--- src/rtl/crack_multi.sv ---
// rtl/crack_multi.sv - multi-lane ARC4 key-range cracker dispatcher
//
// Splits the key range [key_lo..key_hi] across LANES external decrypt/check
// lanes, one candidate key per lane at a time.
//   mode 0: stop issuing on the first match, drain, report the lowest match.
//   mode 1: issue every key and count every match (saturating).
//
// Ports
//   clk, rst            clock; asynchronous active-high reset
//   en / rdy            start request (accepted only while rdy=1) / idle flag
//   key_lo, key_hi      inclusive search range, sampled on accept
//   mode                0 = stop on first match, 1 = exhaustive count
//   key, key_valid      lowest matching key found / at least one match
//   match_cnt           number of matches (0 or 1 in mode 0)
//   lane_en             per-lane one-cycle start pulse
//   lane_key            per-lane candidate key, slice i at [i*KEY_W +: KEY_W]
//   lane_rdy            lane i idle and able to accept
//   lane_done           lane i result pulse
//   lane_match          lane i result, qualified by lane_done
module crack_multi #(
  parameter int LANES = 4,
  parameter int KEY_W = 24,
  parameter int CNT_W = 16
) (
  input  logic                   clk,
  input  logic                   rst,
  input  logic                   en,
  output logic                   rdy,
  input  logic [KEY_W-1:0]       key_lo,
  input  logic [KEY_W-1:0]       key_hi,
  input  logic                   mode,
  output logic [KEY_W-1:0]       key,
  output logic                   key_valid,
  output logic [CNT_W-1:0]       match_cnt,
  output logic [LANES-1:0]       lane_en,
  output logic [LANES*KEY_W-1:0] lane_key,
  input  logic [LANES-1:0]       lane_rdy,
  input  logic [LANES-1:0]       lane_done,
  input  logic [LANES-1:0]       lane_match
);

  localparam int IW = (LANES > 1) ? $clog2(LANES) : 1;

  typedef enum logic [1:0] {S_IDLE, S_DISPATCH, S_DRAIN} state_t;

  state_t                   state_q, state_d;
  logic [KEY_W:0]           next_q, next_d;     // one extra bit so key_hi = all-ones ends cleanly
  logic [KEY_W-1:0]         hi_q, hi_d;
  logic                     mode_q, mode_d;
  logic [IW-1:0]            last_q, last_d;
  logic [LANES-1:0]         outst_q, outst_d;
  logic [LANES*KEY_W-1:0]   lkey_q, lkey_d;
  logic [KEY_W-1:0]         key_q, key_d;
  logic                     kv_q, kv_d;
  logic [CNT_W-1:0]         cnt_q, cnt_d;

  logic [LANES-1:0]         hit;
  logic                     any_hit;
  logic [KEY_W-1:0]         min_key;
  int                       n_hit;
  logic                     can_issue;
  logic                     sel_found;
  logic [IW-1:0]            sel;
  logic [LANES-1:0]         en_c;
  logic [CNT_W:0]           sum;

  always_comb begin
    state_d   = state_q;
    next_d    = next_q;
    hi_d      = hi_q;
    mode_d    = mode_q;
    last_d    = last_q;
    lkey_d    = lkey_q;
    key_d     = key_q;
    kv_d      = kv_q;
    cnt_d     = cnt_q;
    any_hit   = 1'b0;
    min_key   = '0;
    n_hit     = 0;
    sel_found = 1'b0;
    sel       = '0;
    en_c      = '0;
    sum       = '0;

    // Only results from lanes we actually issued to count; stray done pulses
    // (e.g. from work aborted by reset) are dropped here.
    hit = (state_q != S_IDLE) ? (lane_done & lane_match & outst_q) : '0;

    for (int i = 0; i < LANES; i++) begin
      if (hit[i]) begin
        n_hit = n_hit + 1;
        if (!any_hit || (lkey_q[i*KEY_W +: KEY_W] < min_key))
          min_key = lkey_q[i*KEY_W +: KEY_W];
        any_hit = 1'b1;
      end
    end

    // In mode 0 a match seen this cycle already suppresses further issues.
    can_issue = (state_q == S_DISPATCH) && (next_q <= {1'b0, hi_q}) &&
                !(!mode_q && any_hit);

    // Round-robin search starting at the lane after the last one issued.
    for (int j = 1; j <= LANES; j++) begin
      for (int i = 0; i < LANES; i++) begin
        if (!sel_found && (i == (int'(last_q) + j) % LANES) &&
            lane_rdy[i] && !outst_q[i]) begin
          sel_found = 1'b1;
          sel       = IW'(i);
        end
      end
    end

    for (int i = 0; i < LANES; i++) begin
      en_c[i] = can_issue && sel_found && (sel == IW'(i));
      if (en_c[i]) lkey_d[i*KEY_W +: KEY_W] = next_q[KEY_W-1:0];
    end
    if (can_issue && sel_found) begin
      next_d = next_q + 1'b1;
      last_d = sel;
    end

    outst_d = (outst_q & ~lane_done) | en_c;

    if (any_hit) begin
      if (!kv_q || (min_key < key_q)) begin
        key_d = min_key;
        kv_d  = 1'b1;
      end
      if (!mode_q) begin
        cnt_d = CNT_W'(1);
      end else begin
        sum   = {1'b0, cnt_q} + (CNT_W+1)'(n_hit);
        cnt_d = sum[CNT_W] ? '1 : sum[CNT_W-1:0];
      end
    end

    case (state_q)
      S_IDLE: begin
        if (en) begin
          hi_d    = key_hi;
          mode_d  = mode;
          next_d  = {1'b0, key_lo};
          key_d   = '0;
          kv_d    = 1'b0;
          cnt_d   = '0;
          state_d = (key_hi < key_lo) ? S_DRAIN : S_DISPATCH;
        end
      end
      S_DISPATCH: begin
        if ((next_d > {1'b0, hi_q}) || (!mode_q && any_hit))
          state_d = S_DRAIN;
      end
      S_DRAIN: begin
        if (outst_d == '0) state_d = S_IDLE;
      end
      default: state_d = S_IDLE;
    endcase
  end

  always_ff @(posedge clk or posedge rst) begin
    if (rst) begin
      state_q <= S_IDLE;
      next_q  <= '0;
      hi_q    <= '0;
      mode_q  <= 1'b0;
      last_q  <= '0;
      outst_q <= '0;
      lkey_q  <= '0;
      key_q   <= '0;
      kv_q    <= 1'b0;
      cnt_q   <= '0;
    end else begin
      state_q <= state_d;
      next_q  <= next_d;
      hi_q    <= hi_d;
      mode_q  <= mode_d;
      last_q  <= last_d;
      outst_q <= outst_d;
      lkey_q  <= lkey_d;
      key_q   <= key_d;
      kv_q    <= kv_d;
      cnt_q   <= cnt_d;
    end
  end

  assign rdy       = (state_q == S_IDLE);
  assign lane_en   = en_c;
  // The issuing slice shows its new key in the same cycle as its lane_en pulse.
  assign lane_key  = lkey_d;
  assign key       = key_q;
  assign key_valid = kv_q;
  assign match_cnt = cnt_q;

endmodule

--- config.mk ---
export PLATFORM = sky130hd
export DESIGN_NAME = crack_multi
export DESIGN_NICKNAME = d
export VERILOG_FILES = /design/src/rtl/crack_multi.sv
export SDC_FILE = /design/constraint.sdc
export NUM_CORES = 1
export LEC_CHECK = 0
export ABC_AREA = 1
export BUFFER_PORTS_ARGS = -buffer_cell sky130_fd_sc_hd__buf_2
export CAP_MARGIN = 20
export CORE_MARGIN = 5
export CORE_UTILIZATION = 32
export DETAILED_ROUTE_END_ITERATION = 6
export HOLD_SLACK_MARGIN = 0.1
export MAX_ROUTING_LAYER = met4
export PLACE_DENSITY = 0.61
export SETUP_SLACK_MARGIN = 0.5
export SYNTH_ARGS = -nofsm -noshare
export SYNTH_HDL_FRONTEND = slang
export SYNTH_SLANG_ARGS = --single-unit
--- constraint.sdc ---
create_clock -name clk -period 7.75 [get_ports clk]
set_input_delay 1.55 -clock clk [delete_from_list [all_inputs] [get_ports clk]]
set_output_delay 1.55 -clock clk [all_outputs]
set_load 0.005 [all_outputs]
==> results.md <==
- Post-Route WL: 48,600 µm
- Residual DRC count: 0
- Max capacitance violation total: 0
- #FFs+latches synth: 195
- CP Capture Type: flop
- Setup WS post-layout: -483 ps
- Min Hold Slack: 531 ps
- Die Y: 216 µm
- Crit-path slowest cell: or3_4
- Synth Cell Area: 0.0135 mm²
- Final Cycle Share: 106%
- Reg clk slew, reported paths: 80 ps
- Design Power: 6.80 mW
- Syn Nets: 2,005
- Initial antenna violation count: 0
- WS Path Type: in2reg
- Fillers: 4,124
- Die area: 0.0465 mm²
- Worst R2R End: key[8]
- WP buf/inv: 12
- Final nets: 2,333
- Crit start category: input port
- CORE AREA: 0.0419 mm²
- H-tree levels: 4
- Row cnt: 75
- Antenna cells: 0
- Worst Tran Pin Value: 766 ps
- Final Hold Vio Count: 0
- Hold path startpoint: lkey_q[14]
- Fin util: 43.6%
- Post-Syn Area per Cell: 7.65 µm²
- Unrepaired setup endpoints after global routing: true
- First-pass DRT Iterations: 6
- Initial Util: 32.3%
- Reg2Reg Setup Slack: 250 ps
- Critical Path RT: 8100 ps
- Status: finished with violations
- Largest net degree at the start of global routing: 93
- HPWL Detailed: 37,400 µm
- Worst Hold Path EP: lkey_q[14]
- Period minus WS final: 8230 ps
- CTS Buf Count: 17
- Layout overhead on the synthesized area: 35.1%
- Sequential fraction of the synthesis area: 36.0%
- Clk buf depth: 2
- Crit-path max cell delay: 420 ps
- Skew final: 26.8 ps
- Worst vdd ir: 262 µV
- Ys Warns: 0
- Clk root buf: clkbuf_16
- Hold_buf cts: 0
- Hold path depth: 2
- Top cell type's share of synthesized area: 36.0%
- I/O Pins: 206
- Max Slew Vio Count: 0
- First-pass GRT wire length: 73,200 µm
- Fmax: 121 MHz
- Share of layout cells above drive strength 1: 29.2%
- Most frequent cells in the layout: nand2_1, inv_1, buf_2, dfrtp_1, o21ai_0
- Worst Hold Class: reg2reg
- Lkg Pwr: 9.61 nW
- Cell variety after synth: 57
- Power per Cell Area: 371 mW/mm²
- Total GRT Usage: 20.7%
- Crit-path most repeated cell: nand2_4
- Arr. time, crit path: 8580 ps
- Cell family with most CP delay: simple AND/OR/NAND/NOR gates
- Commonest non-fill, non-tap cell in the layout: nand2_1
- Via count: 13,318
- Vias per cell: 5.03
- CTS tree: done
- Final Setup Violations: 24
- Max FO, Critical Path: 8
- Synth area leaders: dfrtp_1, ha_1, nand2_1
- Violated checks: setup timing
- R2R depth: 54
- Place WS: -1470 ps
- DR WL/cell: 18.3 µm
- Cell taking the most area after synthesis: dfrtp_1
- Fin Setup TNS: -11,090 ps
- PortBufs: 205
- Final Wtd Congestion: 0.966
- Die width: 216 µm
- Clk Latency, worst-skew pair: 480 ps
- Clk sinks: 195
- Grt ovf: 0
- Vias in the first global route: 13,068
- Slew headroom: 48.8%
- Post-Syn Instances: 1,769
- Antenna viol nets, final: 0
- Initial DRC count: 1,020
- Reg2reg start: outst_q[0]
## repair_timing
item,CTS,global route
cloned,6,3
pin swaps,24,48
endpoints found under the setup margin,24,57
resized for setup,101,184
setup buffers,21,13
## registers in the layout, indices dropped and copies added (netlist names), 2 cells and up
name	flops
hi_q	24
next_q	25
state_q	2
lkey_q	96
outst_q	4
match_cnt	16
key	24
last_q	2
## cell usage after synthesis, drive strengths merged
master     n
o21a       4
nor3      17
clkinv     2
clkbuf    52
and2       4
o31ai      1
buf        7
a21oi    110
a22oi      8
nand3     50
nor2     117
nand3b     2
a31oi      3
conb       1
a221oi     4
o221a      2
o2111ai    3
a211oi    14
fa         1
o21bai     1
inv      234
nor4      11
a21boi     2
nor4b      1
nand4     28
nand2    429
or3        1
and3       1
or2        3
xnor2      6
xor2      29
o221ai     5
o211ai     5
and3b      1
ha       171
o21ai    242
a2111oi    1
dfrtp    195
a41oi      1
## how the worst max path moves through the flow
stage | startpoint | end | slack (ps) | cells after the start
2_1_floorplan | lane_match[0] | key[7] | -490 | 59
3_3_place_gp | lane_match[0] | key[7] | -1320 | 55
3_5_place_dp | lane_match[0] | key[14] | -1470 | 54
4_1_cts | lane_done[0] | key[15] | -320 | 58
5_1_grt | lane_match[0] | key[15] | -930 | 55
6_report | lane_match[0] | key[8] | -480 | 55
## tightest hold or removal path: stages (launching register included)
cell     delay [ps]
dfrtp_1         360
nand2_1          50
o21ai_1          80
## per-stage QoR
stage | std cells | cell area (µm²)
after floorplan | 1769 | 13800
after global placement | 2573 | 16100
after detailed placement | 2574 | 16100
after CTS | 2633 | 17400
after global routing | 2649 | 18300
final | 2649 | 18300
## power by group
part / internal, mW / total, mW / switching (mW)
Clock: 0.538 / 1.00 / 0.461
Combinational: 1.60 / 3.99 / 2.39
Sequential: 1.41 / 1.81 / 0.402
Total: 3.54 / 6.80 / 3.26
## area by class of cell
class	instances	area, µm²	area share (%)
clock inverters	13	185	1.01
well taps	539	674	3.69
multi-input cells	1280	8620	47.1
flip-flops and latches	195	4880	26.7
repair buffers	366	2560	14.0
inverters	236	918	5.02
repair inverters	1	6.26	0.0342
clock buffers	19	453	2.48
## per-layer routing
layer / global-route usage, % / vias to the layer above / share of wire [%]
li1: - / 6551 / -
met1: 26.5 / 6305 / 44
met2: 33.7 / 405 / 48
met3: 4.04 / 57 / 5.7
met4: 5.53 / 0 / 2.2
met5: - / - / 0
## cells by family (layout without fill, tap and decap cells)
family | Yosys count | after routing | synth area share, %
compound gates | 406 | 406 | 16.2
xor+xnor | 35 | 35 | 2.26
fa+ha+maj | 172 | 172 | 15.9
buf+inv | 295 | 635 | 8.40
flops | 195 | 195 | 36.0
other cells | 1 | 1 | 0.0277
simple gates | 665 | 666 | 21.1
(Power assumes the default switching activity.)
